`config.mk`:
```
export PLATFORM = sky130hd
export DESIGN_NAME = booth_multiplier_param
export DESIGN_NICKNAME = d
export VERILOG_FILES = /design/src/rtl/booth_pkg.sv /design/src/rtl/booth_recoder.sv /design/src/rtl/booth_multiplier_param.sv
export SDC_FILE = /design/constraint.sdc
export NUM_CORES = 1
export LEC_CHECK = 0
export ABC_CLOCK_PERIOD_IN_PS = 5000
export CORE_MARGIN = 8
export CORE_UTILIZATION = 39
export CTS_CLUSTER_DIAMETER = 150
export CTS_CLUSTER_SIZE = 25
export DETAILED_ROUTE_END_ITERATION = 7
export DONT_BUFFER_PORTS = 1
export PLACE_DENSITY = 0.63
export SLEW_MARGIN = 10
export SYNTH_ARGS = -nofsm -noshare
export SYNTH_HDL_FRONTEND = slang
export SYNTH_SLANG_ARGS = --single-unit
```
`constraint.sdc`:
```
create_clock -name clk -period 5 [get_ports clk]
set_input_delay 0.75 -clock clk [delete_from_list [all_inputs] [get_ports clk]]
set_output_delay 0.75 -clock clk [all_outputs]
set_load 0.03 [all_outputs]
```
`src/rtl/booth_pkg.sv`:
```
// Shared definitions for the parametrised Booth multiplier: state encodings,
// Booth digit encoding and the radix-2/radix-4 recoding functions.
package booth_pkg;

   localparam logic [1:0] IDLE = 2'b00;
   localparam logic [1:0] EXEC = 2'b01;
   localparam logic [1:0] DONE = 2'b10;

   // bit2 = negate, bit1 = select 2M; ZERO is the only all-clear digit
   typedef enum logic [2:0] {
      ZERO = 3'b000,
      POS1 = 3'b001,
      POS2 = 3'b010,
      NEG1 = 3'b101,
      NEG2 = 3'b110
   } booth_digit_t;

   function automatic booth_digit_t booth_digit_r2(input logic [1:0] win);
      case (win)
         2'b01:   return POS1;
         2'b10:   return NEG1;
         default: return ZERO;
      endcase
   endfunction

   function automatic booth_digit_t booth_digit_r4(input logic [2:0] win);
      case (win)
         3'b001, 3'b010: return POS1;
         3'b011:         return POS2;
         3'b100:         return NEG2;
         3'b101, 3'b110: return NEG1;
         default:        return ZERO;
      endcase
   endfunction

endpackage

```
`src/rtl/booth_recoder.sv`:
```
// Combinational Booth recoder: turns the {Q[1],Q[0],Q(-1)} window into a
// signed digit expressed as select-2M / negate / zero controls.
module booth_recoder
   import booth_pkg::*;
(
   input  logic [2:0] win,
   input  logic       radix4,
   output logic       sel_2m,
   output logic       negate,
   output logic       zero
);

   booth_digit_t digit;

   always_comb begin
      digit  = radix4 ? booth_digit_r4(win) : booth_digit_r2(win[1:0]);
      sel_2m = (digit == POS2) || (digit == NEG2);
      negate = (digit == NEG1) || (digit == NEG2);
      zero   = (digit == ZERO);
   end

endmodule

```
`src/rtl/booth_multiplier_param.sv`:
```
// Parametrised signed Booth multiplier (radix-2 or radix-4) with control FSM,
// step counter, shift datapath and registered product output.
module booth_multiplier_param
   import booth_pkg::*;
#(
   parameter int WIDTH  = 64,
   parameter int RADIX4 = 0,
   localparam int STEPS = (RADIX4 != 0) ? WIDTH / 2 : WIDTH,
   localparam int CNT_W = $clog2(STEPS + 1)
) (
   input  logic                 clk,
   input  logic                 reset_n,
   input  logic                 op_start,
   input  logic                 op_clear,
   input  logic [WIDTH-1:0]     multiplicand,
   input  logic [WIDTH-1:0]     multiplier,
   output logic [1:0]           state,
   output logic [CNT_W-1:0]     cnt,
   output logic                 op_done,
   output logic [2*WIDTH-1:0]   result
);

   localparam int   AW    = WIDTH + 2;
   localparam logic MODE4 = (RADIX4 != 0);

   logic [WIDTH-1:0] m_reg;
   logic [WIDTH-1:0] q_reg;
   logic             q_m1;
   logic [AW-1:0]    a_reg;

   logic             sel_2m, negate, zero;
   logic [AW-1:0]    m_ext, m_term, addend, a_sum, a_nxt;
   logic [WIDTH-1:0] q_nxt;
   logic             qm1_nxt;

   booth_recoder u_recoder (
      .win    ({q_reg[1], q_reg[0], q_m1}),
      .radix4 (MODE4),
      .sel_2m (sel_2m),
      .negate (negate),
      .zero   (zero)
   );

   // Two guard bits keep +/-2M and the most-negative operand in range
   always_comb begin
      m_ext  = {{2{m_reg[WIDTH-1]}}, m_reg};
      m_term = sel_2m ? (m_ext << 1) : m_ext;
      if (zero)
         addend = '0;
      else if (negate)
         addend = -m_term;
      else
         addend = m_term;
      a_sum = a_reg + addend;
      if (MODE4) begin
         a_nxt   = {{2{a_sum[AW-1]}}, a_sum[AW-1:2]};
         q_nxt   = {a_sum[1:0], q_reg[WIDTH-1:2]};
         qm1_nxt = q_reg[1];
      end else begin
         a_nxt   = {a_sum[AW-1], a_sum[AW-1:1]};
         q_nxt   = {a_sum[0], q_reg[WIDTH-1:1]};
         qm1_nxt = q_reg[0];
      end
   end

   always_ff @(posedge clk or negedge reset_n) begin
      if (!reset_n) begin
         state  <= IDLE;
         cnt    <= '0;
         result <= '0;
         m_reg  <= '0;
         q_reg  <= '0;
         q_m1   <= 1'b0;
         a_reg  <= '0;
      end else if (op_clear) begin
         state  <= IDLE;
         cnt    <= '0;
         result <= '0;
      end else begin
         case (state)
            IDLE, DONE: begin
               // result is deliberately kept across a restart from DONE
               if (op_start) begin
                  m_reg <= multiplicand;
                  q_reg <= multiplier;
                  q_m1  <= 1'b0;
                  a_reg <= '0;
                  cnt   <= '0;
                  state <= EXEC;
               end
            end
            EXEC: begin
               a_reg <= a_nxt;
               q_reg <= q_nxt;
               q_m1  <= qm1_nxt;
               cnt   <= cnt + CNT_W'(1);
               if (cnt == CNT_W'(STEPS - 1)) begin
                  state  <= DONE;
                  result <= {a_nxt[WIDTH-1:0], q_nxt};
               end
            end
            default: begin
               state  <= IDLE;
               cnt    <= '0;
               result <= '0;
            end
         endcase
      end
   end

   assign op_done = (state == DONE);

endmodule

```
; ---- Yosys cells after proc, flatten, opt, wreduce, memory -nomap -nowiden
; Index checks and enable logic that the tools add are counted.
[word_totals]
register_bits = 332
inputBits = 132
out_inout_bits = 138
[op_classes]
add_sub_neg = 3
eq_ne = 12
muxes = 20
n_bitwise = 1
n_reduce_logical = 10
[ops]
columns = op, count
row1 = 128-bit two-way mux, 2
row2 = 128-bit case mux with 2 select lines, 1
row3 = 66-bit two-way mux, 3
row4 = 66-bit case mux with 2 select lines, 1
row5 = 64-bit two-way mux, 2
row6 = 64-bit case mux with 2 select lines, 1
row7 = 66-bit adder, 1
row8 = 66-bit negation, 1
row9 = 7-bit two-way mux, 2
row10 = 7-bit case mux with 2 select lines, 1
row11 = 7-bit by 1-bit adder with 7-bit output (second input constant), 1
row12 = 7-bit by 6-bit == test with 1-bit output (second input constant), 1
row13 = 3-bit == test (second input constant), 2
row14 = 2-bit two-way mux, 3
row15 = 3-bit != test (second input constant), 2
row16 = 3-bit case mux with 2 select lines, 1
row17 = 3-bit AND reduction, 2
row18 = 2-bit by 1-bit == test with 1-bit output (second input constant), 2
row19 = 2-bit == test (second input constant), 2
row20 = 2-bit != test (second input constant), 2
row21 = 2-bit case mux with 2 select lines, 1
row22 = 2-bit AND reduction, 2
row23 = 3-bit by 2-bit == test with 1-bit output (second input constant), 1
row24 = 3-bit logical NOT, 1
row25 = 7 further kinds, 8

; ---- Depth between registers and ports, before layout
; Gate-level depths: netlist of the first run.
[logic_depth]
ltp_word = 12
mapped_depth = 22
ltp_nobuf = 21

; ---- Modules after synthesis
; From an unflattened synthesis of the first run, not the netlist that was laid out.
[hier_totals]
cells_unflattened = 2320
area_unflattened_um2 = 19917.9
[modules_own_cells]
columns = module, instances, cells_per_inst, area_per_inst_um2, seq_area_each_um2
row1 = booth_multiplier_param, 1, 2300, 19781.5, 8282.9
row2 = booth_recoder, 1, 20, 136.4, 0.0

; ---- Least setup slack after synthesis of the first run
; Ideal clock, no wire load.
[synth_path]
path_type = register to register
start = register m_reg[11]
end = register a_reg[62]
arrival_ns = 5.378
path_slack_ns = -0.507
stages_incl_launch_ff = 20
n_path_buf = 2
path_cell_list = dfrtp_1 -> or4_4 -> or4_4 -> or3_4 -> or3_1 -> or3_1 -> clkbuf_1 -> o41ai_1 -> xor2_1 -> nor2_1 -> ha_1 -> clkbuf_1 -> nand2_1 -> or3_1 -> nor3_1 -> and3b_1 -> a31oi_1 -> o41ai_1 -> xnor2_1 -> o21ai_1
[synth_via]
elab_chain_cells = 6
[synth_lines]
columns = item, line_no
row1 = from (decl), booth_multiplier_param.sv:26  ; logic [WIDTH-1:0] m_reg;
row2 = from (signal assigned), booth_multiplier_param.sv:84  ; m_reg <= multiplicand;
row3 = 64-bit two-way mux *, booth_multiplier_param.sv:47  ; m_term = sel_2m ? (m_ext << 1) : m_ext;
row4 = 66-bit negation, booth_multiplier_param.sv:51  ; addend = -m_term;
row5 = 66-bit two-way mux *, booth_multiplier_param.sv:50  ; else if (negate)
row6 = 66-bit two-way mux *, booth_multiplier_param.sv:48  ; if (zero)
row7 = 66-bit adder *, booth_multiplier_param.sv:54  ; a_sum = a_reg + addend;
row8 = 66-bit case mux with 2 select lines *, booth_multiplier_param.sv:80  ; case (state)
row9 = to (signal assigned), booth_multiplier_param.sv:93  ; a_reg <= a_nxt;
row10 = to (decl), booth_multiplier_param.sv:29  ; logic [AW-1:0] a_reg;
; Every way passes the cells marked *; elsewhere a longest branch is shown, timed or not.
; A chain may end at the register's enable or synchronous reset.

; ---- Final worst setup path of the first run
[layout_path]
start = register m_reg[13]
end = register result[126]
[layout_via]
elab_chain_cells = 8
[layout_lines]
columns = item, line_no
row1 = 64-bit two-way mux *, booth_multiplier_param.sv:47
row2 = 66-bit negation, booth_multiplier_param.sv:51
row3 = 66-bit two-way mux *, booth_multiplier_param.sv:50
row4 = 66-bit two-way mux *, booth_multiplier_param.sv:48
row5 = 66-bit adder *, booth_multiplier_param.sv:54
row6 = 128-bit two-way mux *, booth_multiplier_param.sv:97  ; if (cnt == CNT_W'(STEPS - 1)) begin
row7 = 128-bit case mux with 2 select lines *, booth_multiplier_param.sv:80
row8 = 128-bit two-way mux *, booth_multiplier_param.sv:75  ; end else if (op_clear) begin
row9 = to (signal assigned), booth_multiplier_param.sv:99  ; result <= {a_nxt[WIDTH-1:0], q_nxt};
row10 = to (decl), booth_multiplier_param.sv:20  ; output logic [2*WIDTH-1:0] result
; Every way passes the cells marked *; elsewhere a longest branch is shown, timed or not. The select of a mux whose other input is x is not followed.

==> results of run 1 <==
==> through the flow <==
step,utilization,worst slack (ns)
CTS,0.462,-0.190
floorplan,-,-0.225
global placement,0.443,-0.331
finish,0.473,-0.308
detailed placement,0.443,-0.380
global route,0.473,-0.474
==> cells in the mapped netlist, types with 4 or more instances <==
library cell	n	area (um^2)
a22o_1	55	482
or2_2	8	50.1
nor3_1	19	95.1
o21ai_0	239	1200
nor4_1	4	25.0
o211ai_1	7	52.6
or3_1	21	131
a31oi_1	14	87.6
clkbuf_1	119	447
nand2_1	591	2220
o21a_1	7	52.6
dfrtp_1	331	8280
o21bai_1	16	120
a211oi_1	5	37.5
o31ai_1	31	233
and2_1	9	56.3
or4_1	7	52.6
nand3_1	20	100
o21ai_1	9	45.0
a21o_1	28	210
xnor2_1	41	359
o41ai_1	14	123
ha_1	68	851
nor2b_1	4	25.0
nand4_1	18	113
mux2i_1	68	681
a21oi_1	86	430
inv_1	20	75.1
and3_1	7	43.8
xor2_1	85	744
nand2b_1	8	50.1
nor2_1	119	447
a21boi_0	6	45.0
==> kinds of logic (layout without fill, tap and decap cells) <==
logic type,after synthesis,in the layout,synth area share
muxes,70,70,0.0383
adders and majority gates,69,69,0.0475
and+or+nand+nor,848,848,0.192
DFF,331,331,0.451
xor gates and xnor gates,126,126,0.0601
buffers and inverters,144,307,0.0299
AOI/OAI and AO/OA,540,540,0.181
==> worst min path at each step <==
stage / start / end / cells after the start
6_report: reset_n / m_reg[9]$_DFFE_PN0P_ / 0
5_1_grt: reset_n / m_reg[9]$_DFFE_PN0P_ / 0
4_1_cts: reset_n / m_reg[9]$_DFFE_PN0P_ / 0
3_5_place_dp: reset_n / m_reg[9]$_DFFE_PN0P_ / 0
3_3_place_gp: reset_n / m_reg[9]$_DFFE_PN0P_ / 0
2_1_floorplan: reset_n / a_reg[0]$_DFFE_PN0P_ / 0
==> per-layer routing <==
metal  routed length [um]  vias to the layer above
met2                25400                      382
li1                     -                     7647
met5                    0                        -
met1                25900                     7539
met3                 3580                       65
met4                 1320                        0
==> worst reg2reg max path: stages, from the launching register on <==
cell      delay, ns
dfrtp_1        0.39
or4_4          0.53
or4_4          0.44
or3_4          0.39
or3_4          0.38
or3_4          0.38
o41ai_4        0.23
xor2_1         0.17
nor2_1         0.06
ha_1           0.32
a21o_1         0.21
a31oi_1        0.22
o31a_1         0.27
o21ai_4        0.08
a221oi_2       0.27
o21ai_1        0.11
a31oi_2        0.17
buf_6          0.16
nand2b_4       0.13
mux2i_1        0.07
a211o_1        0.22
==> power by group through the flow <==
stage / registers [mW] / clock network, mW / logic [mW]
after floorplan: 3.91 / 0 / 2.98
after global placement: 4.07 / 0 / 4.83
after detailed placement: 4.08 / 0 / 4.89
after CTS: 4.04 / 1.59 / 5.09
after global routing: 4.12 / 1.68 / 5.88
final: 4.04 / 1.52 / 5.37
==> layout make-up <==
cell class	count	area [um^2]
clock buffers	17	425
clock inverters	2	28.8
fillers	4443	24500
inverters	21	81.3
multi-input cells	1653	10300
flip-flops and latches	331	8280
well taps	607	759
repair buffers	267	2060
==> placed cells by master (no fill, tap or decap), types with 9 or more instances in the layout <==
cell       netlist  layout
a21oi_1         86      67
xnor2_1         41      32
a31oi_1         14       9
ha_1            68      62
o21ai_1          9      26
o21bai_1        16      16
a22o_1          55      55
nand2_1        591     583
o21ai_0        239     210
nor3_1          19      14
clkbuf_16        0      17
o21ai_2          1      12
o31ai_1         31      21
buf_4            0     257
nor2_2           0      11
mux2i_1         68      68
a21o_1          28      28
nand3_1         20      16
inv_1           20      19
nand4_1         18      18
xor2_1          85      85
nor2_1         119     105
or3_1           21      14
dfrtp_1        331     331
a21oi_2          0      17
==> what timing repair did <==
| item | 4_1_cts | 5_1_grt |
|---|---|---|
| endpoints found under the hold margin | 331 | 331 |
| endpoints found under the setup margin | 58 | 68 |
| gates resized for setup | 69 | 97 |
| pin swaps | 31 | 53 |
| cloned | 0 | 0 |
| buffers inserted | 11 | 12 |
==> metrics.md, run 1 <==
| Metric | Value |
|---|---|
| Final Max Tran Viols | `213` |
| H-tree depth | `1` |
| Initial antenna violation count | `0` |
| TNS Setup | `-4.03 ns` |
| # nets final | `2492` |
| Finished Cell Area | `22000 um^2` |
| CP startpoint kind | `flip-flop` |
| Highest clock rate | `188 MHz` |
| Initial Utilization | `0.395` |
| Dpl hpwl | `41500 um` |
| Leakage power | `10.6 nW` |
| TritonCTS clock tree | `yes` |
| Clk slew on worst S/H paths | `0.11 ns` |
| Die area | `54200 um^2` |
| CP max stage cell | `or4_4` |
| Pint | `6.34 mW` |
| Final worst path period share | `1.06` |
| RSZ-0062 raised after global routing | `true` |
| CP Data Required Time | `5.44 ns` |
| GRT met1 Usage | `0.274` |
| R2r startpoint | `m_reg[13]$_DFFE_PN0P_` |
| Synth cell types | `61` |
| Met3 Track Usage GR | `0.0389` |
| Vias | `15633` |
| Max clock buf depth | `3` |
| Flop pwr share | `0.370` |
| CP arrival | `5.75 ns` |
| Critical path depth in cells | `20` |
| Number of flip-flops under the largest register name | `128` |
| CP dominant cell by count | `or3_4` |
| Final Hold Fails | `22` |
| R2R Setup Slk | `-0.31 ns` |
| Num rows | `79` |
| Cell Count Post-Placement | `2857` |
| Drt drc | `0` |
| Synthesized flop and latch total | `331` |
| Comb pwr share | `0.492` |
| Sw Pwr | `4.59 mW` |
| Pin count of the biggest net entering global routing | `332` |
| Setup violations, final | `42` |
| Area after DPL | `20600 um^2` |
| Detailed-route wire length per cell | `19.4 um` |
| N_diodes | `0` |
| Die width | `233 um` |
| Post-route total power | `10.9 mW` |
| Critical path buffers and inverters | `1` |
| Final WS setup | `-0.308 ns` |
| TritonRoute pass-1 iters | `5` |
| Post-synth EDFFs | `0` |
| Core Box Area | `46500 um^2` |
| Tmin final | `5.31 ns` |
| Post-Layout Cell Count | `2898` |
| CP Class | `flip-flop to flip-flop` |
| P per Cell Area | `498 nW/um^2` |
| R2R Path End | `result[126]$_DFFE_PN0P_` |
| Layer with the highest usage | `met2` |
| DR iter-0 viols | `1102` |
| Max-cap violations | `0` |
| CTS Buf Count | `17` |
| Worst-Skew Late Latency | `0.54 ns` |
| Hold slack | `-0.0779 ns` |
| CTS root buf | `clkbuf_16` |
| Vias in the first global route | `15421` |
| Crit path largest cell delay | `0.53 ns` |
| WL final | `56200 um` |
| Crit-path cells | `or4_4 -> or4_4 -> or3_4 -> or3_4 -> or3_4 -> o41ai_4 -> xor2_1 -> nor2_1 -> ha_1 -> a21o_1 -> a31oi_1 -> o31a_1 -> o21ai_4 -> a221oi_2 -> o21ai_1 -> a31oi_2 -> buf_6 -> nand2b_4 -> mux2i_1 -> a211o_1` |
| Setup crit end | `result[126]$_DFFE_PN0P_` |
| Gr usage total | `0.200` |
| Avg Cell Area, Syn | `8.62 um^2` |
| Post-route ant nets | `0` |
| Warning count from the yosys run | `0` |
| GRT Residual Overflow | `0` |
| Number of clock sinks | `331` |
| Least-Margin Pin Slew | `2.10 ns` |
| PortBufs | `0` |
| Max-Slew Margin vs Limit | `-0.403` |
| Mapped cell area | `18300 um^2` |
| Via density | `5.39` |
| Failing checks | `negative hold slack, max-slew violations, negative setup slack` |
| Largest delay share family, worst path | `simple AND/OR/NAND/NOR gates` |
| Layout Skew | `0.0426 ns` |
| Worst Setup End Kind | `flip-flop` |
| VDD IR max | `0.295 mV` |
| Count of mapped cells out of synthesis | `2128` |
| Placer Congestion | `0.945` |
| Area growth syn-to-layout | `19.7%` |
| Reg2reg path depth | `20` |
| Ports | `270` |
| Sw frac | `0.420` |
| M2 GR Usage | `0.321` |
| Critical path origin | `m_reg[13]$_DFFE_PN0P_` |
| Layout cells sized above 1 | `0.189` |
| Async set-reset flop share out of synthesis | `1.00` |
| Status | `complete, but fails checks` |
| Mapped Nets | `2329` |
| Chip Height | `233 um` |
| Top_reg_cell synth | `dfrtp_1` |
| Worst hold path type | `input pin to asynchronous set/reset pin` |
| Clock power frac | `0.139` |
| Seq/Total Area, Yosys | `0.451` |
| CP max FO | `6` |
| First-pass GRT wire length | `87500 um` |
Power figures use the tool's default switching activity.
==> run 2, diff against run 1 <==
--- a/config.mk
+++ b/config.mk
@@ -5,14 +5,15 @@
 export SDC_FILE = /design/constraint.sdc
 export NUM_CORES = 1
 export LEC_CHECK = 0
-export ABC_CLOCK_PERIOD_IN_PS = 5000
+export ABC_CLOCK_PERIOD_IN_PS = 6530
 export CORE_MARGIN = 8
 export CORE_UTILIZATION = 39
 export CTS_CLUSTER_DIAMETER = 150
 export CTS_CLUSTER_SIZE = 25
 export DETAILED_ROUTE_END_ITERATION = 7
 export DONT_BUFFER_PORTS = 1
-export PLACE_DENSITY = 0.63
+export PLACE_DENSITY = 0.61
+export SKIP_CTS_REPAIR_TIMING = 1
 export SLEW_MARGIN = 10
 export SYNTH_ARGS = -nofsm -noshare
 export SYNTH_HDL_FRONTEND = slang
==> constraint.sdc (replaced) <==
create_clock -name clk -period 6.53 [get_ports clk]
set_input_delay 0.9795 -clock clk [delete_from_list [all_inputs] [get_ports clk]]
set_output_delay 0.9795 -clock clk [all_outputs]
set_load 0.03 [all_outputs]
==> metrics.md, run 2 (synthesis results as in run 1) <==
| Metric | Value |
|---|---|
| CP arrival | `6.44 ns (+0.69 ns)` |
| Least-Margin Pin Slew | `2.03 ns (-0.0767 ns)` |
| P per Cell Area | `374 nW/um^2 (-25%)` |
| Max-Slew Margin vs Limit | `-0.352 (+0.0511)` |
| Status | `complete, but fails checks` |
| Max clock buf depth | `3 (unchanged)` |
| Vias | `14659 (-6.2%)` |
| Worst hold path type | `input pin to asynchronous set/reset pin` |
| CTS Buf Count | `17 (unchanged)` |
| Vias in the first global route | `14098 (-8.6%)` |
| Worst Setup End Kind | `flip-flop` |
| Ports | `270 (unchanged)` |
| Core Box Area | `46500 um^2 (unchanged)` |
| Initial Utilization | `0.395 (unchanged)` |
| WL final | `53400 um (-5.0%)` |
| DR iter-0 viols | `1141 (+3.5%)` |
| Gr usage total | `0.191 (-0.00887)` |
| Finished Cell Area | `19200 um^2 (-12%)` |
| Die width | `233 um (unchanged)` |
| CP max FO | `6 (unchanged)` |
| CP Class | `flip-flop to flip-flop` |
| First-pass GRT wire length | `83300 um (-4.8%)` |
| Chip Height | `233 um (unchanged)` |
| Drt drc | `0 (unchanged)` |
| R2R Path End | `result[126]$_DFFE_PN0P_` |
| CP Data Required Time | `6.97 ns (+1.53 ns)` |
| RSZ-0062 raised after global routing | `false` |
| Setup crit end | `result[126]$_DFFE_PN0P_` |
| Worst-Skew Late Latency | `0.54 ns (about the same)` |
| R2r startpoint | `m_reg[29]$_DFFE_PN0P_` |
| Post-Layout Cell Count | `2644 (-8.8%)` |
| Leakage power | `9.09 nW (-14%)` |
| Placer Congestion | `0.890 (-5.8%)` |
| CP max stage cell | `or4_1` |
| CTS root buf | `clkbuf_16` |
| CP startpoint kind | `flip-flop` |
| Detailed-route wire length per cell | `20.2 um (+4.1%)` |
| Critical path depth in cells | `19 (-5.0%)` |
| # nets final | `2238 (-10%)` |
| Crit path largest cell delay | `0.62 ns (+0.09 ns)` |
| Post-route ant nets | `0 (unchanged)` |
| Layout cells sized above 1 | `0.0280 (-0.161)` |
| Area growth syn-to-layout | `4.83%` |
| H-tree depth | `1 (unchanged)` |
| Crit-path cells | `or3_1 -> or4_1 -> or3_1 -> or3_1 -> or4_1 -> o31ai_1 -> xor2_1 -> nor2_1 -> ha_1 -> a21o_1 -> a221oi_1 -> o31a_1 -> o21ai_0 -> a221oi_1 -> o21ai_1 -> a31oi_1 -> nand2b_1 -> mux2i_1 -> a211o_1` |
| GRT met1 Usage | `0.263 (-0.0113)` |
| TNS Setup | `0 ns (+4.03 ns)` |
| Dpl hpwl | `39300 um (-5.3%)` |
| Initial antenna violation count | `1 (+1)` |
| Layout Skew | `0.0488 ns (+0.00620 ns)` |
| Final core utilization | `0.414 (-0.0588)` |
| CP dominant cell by count | `or3_1` |
| TritonCTS clock tree | `yes` |
| Number of flip-flops under the largest register name | `128 (unchanged)` |
| Cell Count Post-Placement | `2625 (-8.1%)` |
| Setup violations, final | `0 (-100%)` |
| Clk slew on worst S/H paths | `0.12 ns (about the same)` |
| Highest clock rate | `167 MHz (-11%)` |
| Max-cap violations | `0 (unchanged)` |
| Die area | `54200 um^2 (unchanged)` |
| Num rows | `79 (unchanged)` |
| Reg2reg path depth | `19 (-5.0%)` |
| GRT Residual Overflow | `0 (unchanged)` |
| Largest delay share family, worst path | `simple AND/OR/NAND/NOR gates` |
| Failing checks | `max-slew violations` |
| Commonest non-fill, non-tap cell in the layout | `nand2_1` |
| Most frequent cells in the layout | `590 x nand2_1, 331 x dfrtp_1, 239 x o21ai_0` |
| Critical path buffers and inverters | `0 (-1)` |
| Final Max Tran Viols | `158 (-26%)` |
| PortBufs | `0 (unchanged)` |
| Tmin final | `6.00 ns (+0.689 ns)` |
| Fill cells | `4672 (+5.2%)` |
| Critical path origin | `m_reg[29]$_DFFE_PN0P_` |
| VDD IR max | `0.192 mV (-35%)` |
| Number of clock sinks | `331 (unchanged)` |
| Final worst path period share | `0.918 (-0.143)` |
| Layer with the highest usage | `met2` |
| Area after DPL | `18800 um^2 (-8.8%)` |
| Met3 Track Usage GR | `0.0437 (+0.00487)` |
| Pin count of the biggest net entering global routing | `332 (unchanged)` |
| Via density | `5.54 (+2.8%)` |
| R2R Setup Slk | `0.53 ns (+0.84 ns)` |
| Final Hold Fails | `0 (-100%)` |
| TritonRoute pass-1 iters | `5 (unchanged)` |
| M2 GR Usage | `0.301 (-0.0196)` |
run 2: routing by layer:
layer  share of wire  routed length [um]  up-vias
met5               0                   0        -
met4           0.023                1210        0
met3           0.075                4020       53
met2            0.44               23700      399
met1            0.46               24500     7060
li1                -                   -     7147
run 2: worst reg2reg max path, delay by kind of cell, from the launching register on:
kind,cells,cell delay (ns)
fa+ha+maj,1,0.37
xor+xnor,1,0.18
flops,1,0.43
mux,1,0.08
simple gates,7,2.55
compound gates,9,2.33
run 2: worst min path at each step:
| stage | to | slack [ns] | cells past startpoint |
|---|---|---|---|
| floorplan | a_reg[10]$_DFFE_PN0P_ | 0.45 | 2 |
| global placement | a_reg[0]$_DFFE_PN0P_ | 0.47 | 2 |
| detailed placement | a_reg[11]$_DFFE_PN0P_ | 0.47 | 2 |
| CTS | a_reg[31]$_DFFE_PN0P_ | 0.10 | 0 |
| global route | result[9]$_DFFE_PN0P_ | 0.11 | 0 |
| finish | result[10]$_DFFE_PN0P_ | 0.16 | 0 |
run 2: stage by stage:
| stage | hold WS [ns] | setup WS, ns | power, mW |
|---|---|---|---|
| global placement | 0.468 | 0.636 | 6.02 |
| global route | 0.112 | 0.208 | 7.72 |
| finish | 0.157 | 0.533 | 7.19 |
| CTS | 0.102 | 0.585 | 7.24 |
| detailed placement | 0.472 | 0.580 | 6.05 |
| floorplan | 0.452 | 1.02 | 5.25 |
run 2: report_power, final:
group | total (mW) | leakage [nW] | switching (mW) | internal [mW]
sequential | 3.11 | 4.37 | 0.617 | 2.50
combinational | 2.92 | 4.50 | 1.84 | 1.08
clock | 1.16 | 0.219 | 0.677 | 0.479
run 2: final cells by class:
class	instances	area [um^2]	area share
well taps	607	759	0.0395
repair buffers	13	110	0.00572
clock buffers	17	425	0.0221
diodes	1	2.50	0.000130
flip-flops and latches	331	8280	0.431
inverters	21	78.8	0.00410
multi-input cells	1653	9560	0.497
clock inverters	1	20.0	0.00104
